[src/rtl/truth_table_pkg.sv]
// Shared types and helpers for the truth-table sweep engine.
package truth_table_pkg;

  typedef enum logic [1:0] {
    IDLE = 2'd0,
    SCAN = 2'd1,
    DONE = 2'd2
  } state_t;

  typedef enum logic [1:0] {
    MODE_AND_OR  = 2'd0,
    MODE_NAND_OR = 2'd1,
    MODE_OR_AND  = 2'd2,
    MODE_PARITY  = 2'd3
  } mode_t;

  localparam int N_MAX = 6;

  // Truth-table width for an n-input function.
  function automatic int tt_width(input int n);
    return 1 << n;
  endfunction

endpackage

[src/rtl/truth_table_scan_func_eval.sv]
// Combinational evaluator for the selectable N-input function, x[N-1] is the "a" input.
module tt_func_eval
  import truth_table_pkg::*;
#(
  parameter int N = 3
) (
  input  logic [N-1:0] x,
  input  logic [1:0]   mode,
  output logic         f
);

  logic a;
  logic lo_or;
  logic lo_and;

  assign a      = x[N-1];
  assign lo_or  = |x[N-2:0];
  assign lo_and = &x[N-2:0];

  always_comb begin
    f = 1'b0;
    case (mode_t'(mode))
      MODE_AND_OR:  f = a & lo_or;
      MODE_NAND_OR: f = ~(a & lo_or);
      MODE_OR_AND:  f = a | lo_and;
      MODE_PARITY:  f = ^x;
      default:      f = 1'b0;
    endcase
  end

endmodule

[src/rtl/truth_table_scan.sv]
// Exhaustive sweep of an N-input function into a 2^N-bit truth table.
// Define TRUTH_TABLE_SCAN_ONES_EN to build the minterm counter; otherwise ones reads 0.
module truth_table_scan
  import truth_table_pkg::*;
#(
  parameter int N = 3
) (
  input  logic               clk,
  input  logic               rst,
  input  logic               start,
  input  logic [1:0]         mode,
  output logic               busy,
  output logic               done,
  output logic [N-1:0]       vec,
  output logic               s,
  output logic [(1<<N)-1:0]  tbl,
  output logic [N:0]         ones
);

  localparam int W = tt_width(N);

  state_t         state_q, state_d;
  mode_t          mode_q, mode_d;
  logic [N-1:0]   vec_q, vec_d;
  logic [W-1:0]   tbl_q, tbl_d;
  logic           f;

  tt_func_eval #(.N(N)) u_eval (
    .x    (vec_q),
    .mode (mode_q),
    .f    (f)
  );

  always_comb begin
    state_d = state_q;
    mode_d  = mode_q;
    vec_d   = vec_q;
    tbl_d   = tbl_q;
    case (state_q)
      IDLE: begin
        if (start) begin
          mode_d  = mode_t'(mode);
          vec_d   = '0;
          tbl_d   = '0;
          state_d = SCAN;
        end
      end
      SCAN: begin
        tbl_d[vec_q] = f;
        // vec parks at the last vector once the sweep ends
        if (vec_q == {N{1'b1}}) state_d = DONE;
        else                    vec_d   = vec_q + N'(1);
      end
      DONE:    state_d = IDLE;
      default: state_d = IDLE;
    endcase
  end

  always_ff @(posedge clk or posedge rst) begin
    if (rst) begin
      state_q <= IDLE;
      mode_q  <= MODE_AND_OR;
      vec_q   <= '0;
      tbl_q   <= '0;
    end else begin
      state_q <= state_d;
      mode_q  <= mode_d;
      vec_q   <= vec_d;
      tbl_q   <= tbl_d;
    end
  end

`ifdef TRUTH_TABLE_SCAN_ONES_EN
  logic [N:0] ones_q, ones_d;

  always_comb begin
    ones_d = ones_q;
    if (state_q == IDLE && start)   ones_d = '0;
    else if (state_q == SCAN && f)  ones_d = ones_q + (N+1)'(1);
  end

  always_ff @(posedge clk or posedge rst) begin
    if (rst) ones_q <= '0;
    else     ones_q <= ones_d;
  end

  assign ones = ones_q;
`else
  assign ones = '0;
`endif

  assign busy = (state_q == SCAN);
  assign done = (state_q == DONE);
  assign vec  = vec_q;
  assign s    = f;
  assign tbl  = tbl_q;

endmodule

[config.mk]
export PLATFORM = sky130hd
export DESIGN_NAME = truth_table_scan
export DESIGN_NICKNAME = d
export VERILOG_FILES = /design/src/rtl/truth_table_pkg.sv /design/src/rtl/truth_table_scan_func_eval.sv /design/src/rtl/truth_table_scan.sv
export SDC_FILE = /design/constraint.sdc
export NUM_CORES = 1
export LEC_CHECK = 0
export CAP_MARGIN = 25
export CELL_PAD_IN_SITES_DETAIL_PLACEMENT = 2
export CELL_PAD_IN_SITES_GLOBAL_PLACEMENT = 2
export CORE_MARGIN = 4
export CORE_UTILIZATION = 30
export CTS_BUF_LIST = sky130_fd_sc_hd__clkbuf_16
export CTS_CLUSTER_DIAMETER = 60
export DETAILED_ROUTE_END_ITERATION = 16
export PLACE_DENSITY_LB_ADDON = 0.1
export SYNTH_ARGS = -nofsm -noshare
export SYNTH_HDL_FRONTEND = slang
export SYNTH_SLANG_ARGS = --single-unit
[constraint.sdc]
create_clock -name clk -period 4.8 [get_ports clk]
set_input_delay 0.72 -clock clk [delete_from_list [all_inputs] [get_ports clk]]
set_output_delay 0.72 -clock clk [all_outputs]
set_load 0.03 [all_outputs]
==> results.sh, run 1 <==
export IMPL_fin_tns_setup_ns=0
export IMPL_io_pins=23
export IMPL_netlist_area_leader_share_pct=46.44
export IMPL_crit_arrival_ns=2.72
export IMPL_synthAdderAreaFrac_pct=6.192
export IMPL_dr_total_vias=662
export IMPL_ys_types=29
export IMPL_syn_area_um2=808.3
export IMPL_clk_latency_ns=0.24
export IMPL_portBuffers=18
export IMPL_die_w_um=59.91
export IMPL_synth_seq_area_share_pct=46.44
export IMPL_drt_iter0_drc=4
export IMPL_path_class="flop to output port"
export IMPL_cts_path_max_buffers=2
export IMPL_synth_top_family_by_area="compound AO/OA/AOI/OAI gates"
export IMPL_power_density_mw_per_mm2=834.2
export IMPL_synth_top_area_cell="dfrtp_1"
export IMPL_rsz0062_at_grt="no"
export IMPL_diodes=0
export IMPL_routed_wl_um=2003
export IMPL_clkTransAtPathRegs_ns=0.04
export IMPL_synthCells=79
export IMPL_placementRows=18
export IMPL_syn_to_final_growth_pct=32.51
export IMPL_end_kind="output port"
export IMPL_finalCriticalPeriod_ns=3.435
export IMPL_timing_final_ws_setup_ns=1.365
export IMPL_drcViolationCount=0
export IMPL_synthXorXnorAreaFrac_pct=0
export IMPL_viasPerCell=5.213
export IMPL_drive_gt1_share_pct=9.278
export IMPL_synth_most_common_cell="dfrtp_1"
export IMPL_cts_tree="done"
export IMPL_cap_viol_max_count=0
export IMPL_final_hold_viol_count=0
export IMPL_cts_htree_levels=1
export IMPL_clkSinkCount=15
export IMPL_drv_slew=0
export IMPL_synth_commonest_cells="15 x dfrtp_1, 7 x inv_1, 6 x nand2_1"
export IMPL_hold_class="flop to flop"
export IMPL_setup_violations=0
export IMPL_grt_max_degree=16
export IMPL_grt_antenna_before_repair=0
export IMPL_stdcell_area_mm2=0.001071
export IMPL_cts_hold_fix_buffers=0
export IMPL_die_h_um=59.91
export IMPL_grt_use_total_pct=13.14
export IMPL_grt_pass1_vias=735
export IMPL_vdd_drop_max_uv=341.3
export IMPL_ys_warn_count=0
export IMPL_period_share_pct=71.57
export IMPL_grt_first_pass_wirelength_um=3429
export IMPL_ys_flop_type="dfrtp_1"
export IMPL_die_area_mm2=0.003589
export IMPL_grt_overflow_total=0
export IMPL_power_leakage_nw=0.4726
export IMPL_nets=107
export IMPL_synthSimpleGateAreaFrac_pct=13.62
export IMPL_cp_max_fo=10
export IMPL_synthTopCellsByArea="dfrtp_1 46%, ha_1 6.2%, buf_4 3.7%, inv_1 3.3%, o311ai_0 3.3%"
export IMPL_synth_edf_count=0
export IMPL_avgSynthCellArea_um2=10.23
export IMPL_synth_compound_area_share_pct=19.20
export IMPL_gp_congestion=0.6851
export IMPL_timing_hold_ws_ns=0.5313
export IMPL_cts_buffers=3
export IMPL_status="finished, final reports clean"
export IMPL_detail_route_wl_per_cell_um=15.77
export IMPL_ys_ff_latch=15
export IMPL_postSynth_asyncResetShare_pct=100.0
export IMPL_pre_cts_slack_ns=1.622
export IMPL_startpoint_type="flop"
export IMPL_worst_pin_slew_ns=0.5899
export IMPL_initial_core_util_pct=32.04
export IMPL_place_area_um2=992.2
export IMPL_cts_root_buffer="clkbuf_16"
export IMPL_ctsResizeCount=0
export IMPL_max_freq_mhz=291.1
export IMPL_ant_nets=0
export IMPL_post_cts_buffers=0
export IMPL_dp_hpwl_um=1449
export IMPL_slew_headroom_pct=60.63
export IMPL_skew_ns=0.006211
export IMPL_core_area_mm2=0.002522
export IMPL_required_ns=4.08
export IMPL_synth_mux_area_share_pct=5.263
export IMPL_drtPass1Iterations=3
-- where the power goes --
| group | internal (mW) | switching, mW | total (mW) | leakage [nW] |
|---|---|---|---|---|
| sequential | 0.183 | 0.0624 | 0.245 | 0.187 |
| combinational | 0.193 | 0.296 | 0.489 | 0.243 |
| clock | 0.110 | 0.0493 | 0.159 | 0.0423 |
| total | 0.486 | 0.407 | 0.893 | 0.473 |
-- worst max-delay path: stages, from the launching register on --
cell	delay [ns]
dfrtp_1	0.51
inv_1	0.19
ha_1	0.34
nor2b_2	0.14
o22ai_1	0.12
a211oi_2	0.50
inv_1	0.08
clkdlybuf4s50_1	0.60
-- per-layer routing --
| layer | vias to the layer above | track usage [%] | wire length, µm |
|---|---|---|---|
| li1 | 311 | - | - |
| met1 | 332 | 15.76 | 902 |
| met2 | 15 | 22.07 | 977 |
| met3 | 4 | 3.888 | 92 |
| met4 | 0 | 4.747 | 30 |
| met5 | - | 0 | 0 |
-- cell type report --
| cell class | count | area (µm²) |
|---|---|---|
| clock buffers | 3 | 75.07 |
| clock inverters | 1 | 3.754 |
| fillers | 280 | 1451 |
| inverters | 7 | 26.28 |
| multi-input cells | 53 | 372.9 |
| flip-flops and latches | 15 | 375.4 |
| well taps | 30 | 37.54 |
| repair buffers | 18 | 180.2 |
-- registers in the layout, summed over array words and instances, names as in the netlist --
name,count
tbl,8
mode_q,2
state_q,2
vec,3
-- path summary, 6_finish.rpt --
check	end	slack, ns	start	cells past startpoint
max in group asynchronous	tbl[4]$_DFFE_PP0P_	3.57	rst	2
hold reg to reg	tbl[6]$_DFFE_PP0P_	0.53	tbl[6]$_DFFE_PP0P_	2
hold / removal	tbl[6]$_DFFE_PP0P_	0.53	tbl[6]$_DFFE_PP0P_	2
setup / recovery	s	1.36	vec[1]$_DFFE_PP0P_	7
min in group asynchronous	state_q[0]$_DFFE_PP0P_	0.84	rst	2
setup reg to reg	tbl[7]$_DFFE_PP0P_	2.71	vec[1]$_DFFE_PP0P_	6
-- placed cells by master, fill, tap and decap left out, types with 2 or more instances in the layout --
master           count
mux2_2               2
o41ai_1              3
conb_1               4
and2_1               2
inv_1                8
nor2_1               4
ha_1                 4
mux2i_1              2
o311ai_0             3
clkbuf_16            3
nand2_1              6
clkdlybuf4s50_1     18
dfrtp_1             15
a211oi_2             2
o21ai_0              2
a31oi_1              2
a22oi_1              2
nand3_1              4
-- per-stage QoR --
step	util, %	power, mW	std cells
3_3_place_gp	39.34	0.7324	123
2_1_floorplan	-	0.5700	82
4_1_cts	42.46	0.9104	127
6_report	42.46	0.8934	127
5_1_grt	42.46	0.9692	127
3_5_place_dp	39.34	0.7407	123
-- logic make-up (layout without fill, tap and decap cells) --
group / Yosys count / count (layout)
DFF: 15 / 15
adders and majority gates: 4 / 4
and+or+nand+nor: 21 / 21
buffers and inverters: 14 / 29
AOI/OAI and AO/OA: 20 / 20
other: 1 / 4
muxes: 4 / 4
Power figures use the tool's default switching activity.
==> run 2, diff against run 1 <==
CORE_UTILIZATION = 28   (was 30)
clock period = 3.45 ns   (was 4.8 ns; I/O delays follow)
==> results.sh, run 2 (synthesis results as in run 1) <==
export IMPL_cts_htree_levels=1
export IMPL_drcViolationCount=0
export IMPL_clkSinkCount=15
export IMPL_diodes=0
export IMPL_finalCriticalPeriod_ns=3.223
export IMPL_drtPass1Iterations=3
export IMPL_cp_max_fo=10
export IMPL_grt_use_total_pct=12.35
export IMPL_routed_wl_um=2110
export IMPL_largest_reg_flops=8
export IMPL_power_leakage_nw=0.4746
export IMPL_p_total_mw=1.273
export IMPL_rsz0062_at_grt="no"
export IMPL_cap_viol_max_count=0
export IMPL_clk_latency_ns=0.24
export IMPL_grt_pass1_vias=669
export IMPL_final_common_cell="clkdlybuf4s50_1"
export IMPL_startpoint_type="flop"
export IMPL_io_pins=23
export IMPL_viasPerCell=5.133
export IMPL_crit_arrival_ns=2.71
export IMPL_clkTransAtPathRegs_ns=0.05
export IMPL_max_freq_mhz=310.3
export IMPL_hold_class="flop to flop"
export IMPL_post_cts_buffers=0
export IMPL_period_share_pct=93.42
export IMPL_grt_first_pass_wirelength_um=3374
export IMPL_die_h_um=61.73
export IMPL_dr_total_vias=657
export IMPL_portBuffers=18
export IMPL_cts_path_max_buffers=2
export IMPL_drt_iter0_drc=14
export IMPL_end_kind="output port"
export IMPL_required_ns=2.93
export IMPL_status="finished, final reports clean"
export IMPL_initial_core_util_pct=29.31
export IMPL_detail_route_wl_per_cell_um=16.48
export IMPL_grt_overflow_total=0
export IMPL_cts_tree="done"
export IMPL_power_density_mw_per_mm2=1179
export IMPL_cts_root_buffer="clkbuf_16"
export IMPL_ant_nets=0
export IMPL_setup_violations=0
export IMPL_fin_tns_setup_ns=0
export IMPL_grt_antenna_before_repair=0
export IMPL_gp_congestion=0.6970
export IMPL_die_w_um=61.73
export IMPL_final_hold_viol_count=0
export IMPL_place_area_um2=993.5
export IMPL_dp_hpwl_um=1540
export IMPL_slew_headroom_pct=58.10
export IMPL_layout_common_cells="18 x clkdlybuf4s50_1, 15 x dfrtp_1, 8 x inv_1"
export IMPL_placementRows=19
export IMPL_core_area_mm2=0.002758
export IMPL_vdd_drop_max_uv=653.7
export IMPL_cts_buffers=3
export IMPL_path_class="flop to output port"
export IMPL_drive_gt1_share_pct=9.278
export IMPL_syn_to_final_growth_pct=33.59
export IMPL_die_area_mm2=0.003810
export IMPL_skew_ns=0.001231
export IMPL_stdcell_area_mm2=0.001080
export IMPL_worst_pin_slew_ns=0.6278
export IMPL_post_route_util_pct=39.16
export IMPL_drv_slew=0
export IMPL_grt_max_degree=16
export IMPL_nets=107
[run 2: cell types whose count changed in the layout (fill, tap and decap cells not counted)]
cell	change
a211oi_4	+1
a211oi_2	-1
[run 2: power breakdown]
part | switching [mW] | internal, mW | total [mW]
logic | 0.427 | 0.279 | 0.706
registers | 0.0893 | 0.254 | 0.344
clock network | 0.0705 | 0.154 | 0.224
[run 2: timing repair]
| action | in CTS | in global routing |
|---|---|---|
| setup endpoints to repair | 0 | 1 |
| hold buffers | 0 | 0 |
| resized for setup | 0 | 1 |
[run 2: per-stage QoR]
stage	hold WS [ns]	setup WS, ns	std cells
after floorplan	0.4190	0.9694	82
after global placement	0.5146	0.5733	124
after detailed placement	0.5262	0.4355	124
after CTS	0.5372	0.1291	128
after global routing	0.5552	0.02025	128
final	0.5265	0.2270	128
[run 2: worst paths after layout]
path / start / endpoint / slack, ns / depth (start not counted)
worst max register to register: vec[2]$_DFFE_PP0P_ / tbl[1]$_DFFE_PP0P_ / 1.33 / 5
worst min-delay path: tbl[7]$_DFFE_PP0P_ / tbl[7]$_DFFE_PP0P_ / 0.53 / 2
worst min register to register: tbl[7]$_DFFE_PP0P_ / tbl[7]$_DFFE_PP0P_ / 0.53 / 2
worst max-delay path: vec[1]$_DFFE_PP0P_ / s / 0.23 / 7
min in group asynchronous: rst / tbl[1]$_DFFE_PP0P_ / 0.66 / 2
max in group asynchronous: rst / vec[2]$_DFFE_PP0P_ / 2.38 / 2
[run 2: final cells by class]
cell class              count  area [µm²]
fillers                   316        1678
clock buffers               3       75.07
clock inverters             1       3.754
well taps                  31       38.79
multi-input cells          53       380.4
inverters                   7       26.28
repair buffers             18       180.2
flip-flops and latches     15       375.4
[run 2: critical path, cell delays in order, from the launching register on]
cell	delay, ns
dfrtp_1	0.51
inv_1	0.19
ha_1	0.34
nor2b_2	0.14
o22ai_1	0.15
a211oi_4	0.45
inv_1	0.08
clkdlybuf4s50_1	0.60
[run 2: per-layer routing]
layer	share of wire (%)	track usage [%]
met1	47	16.50
met2	48	18.98
met3	4.1	4.752
met4	0.43	2.727
met5	0	0
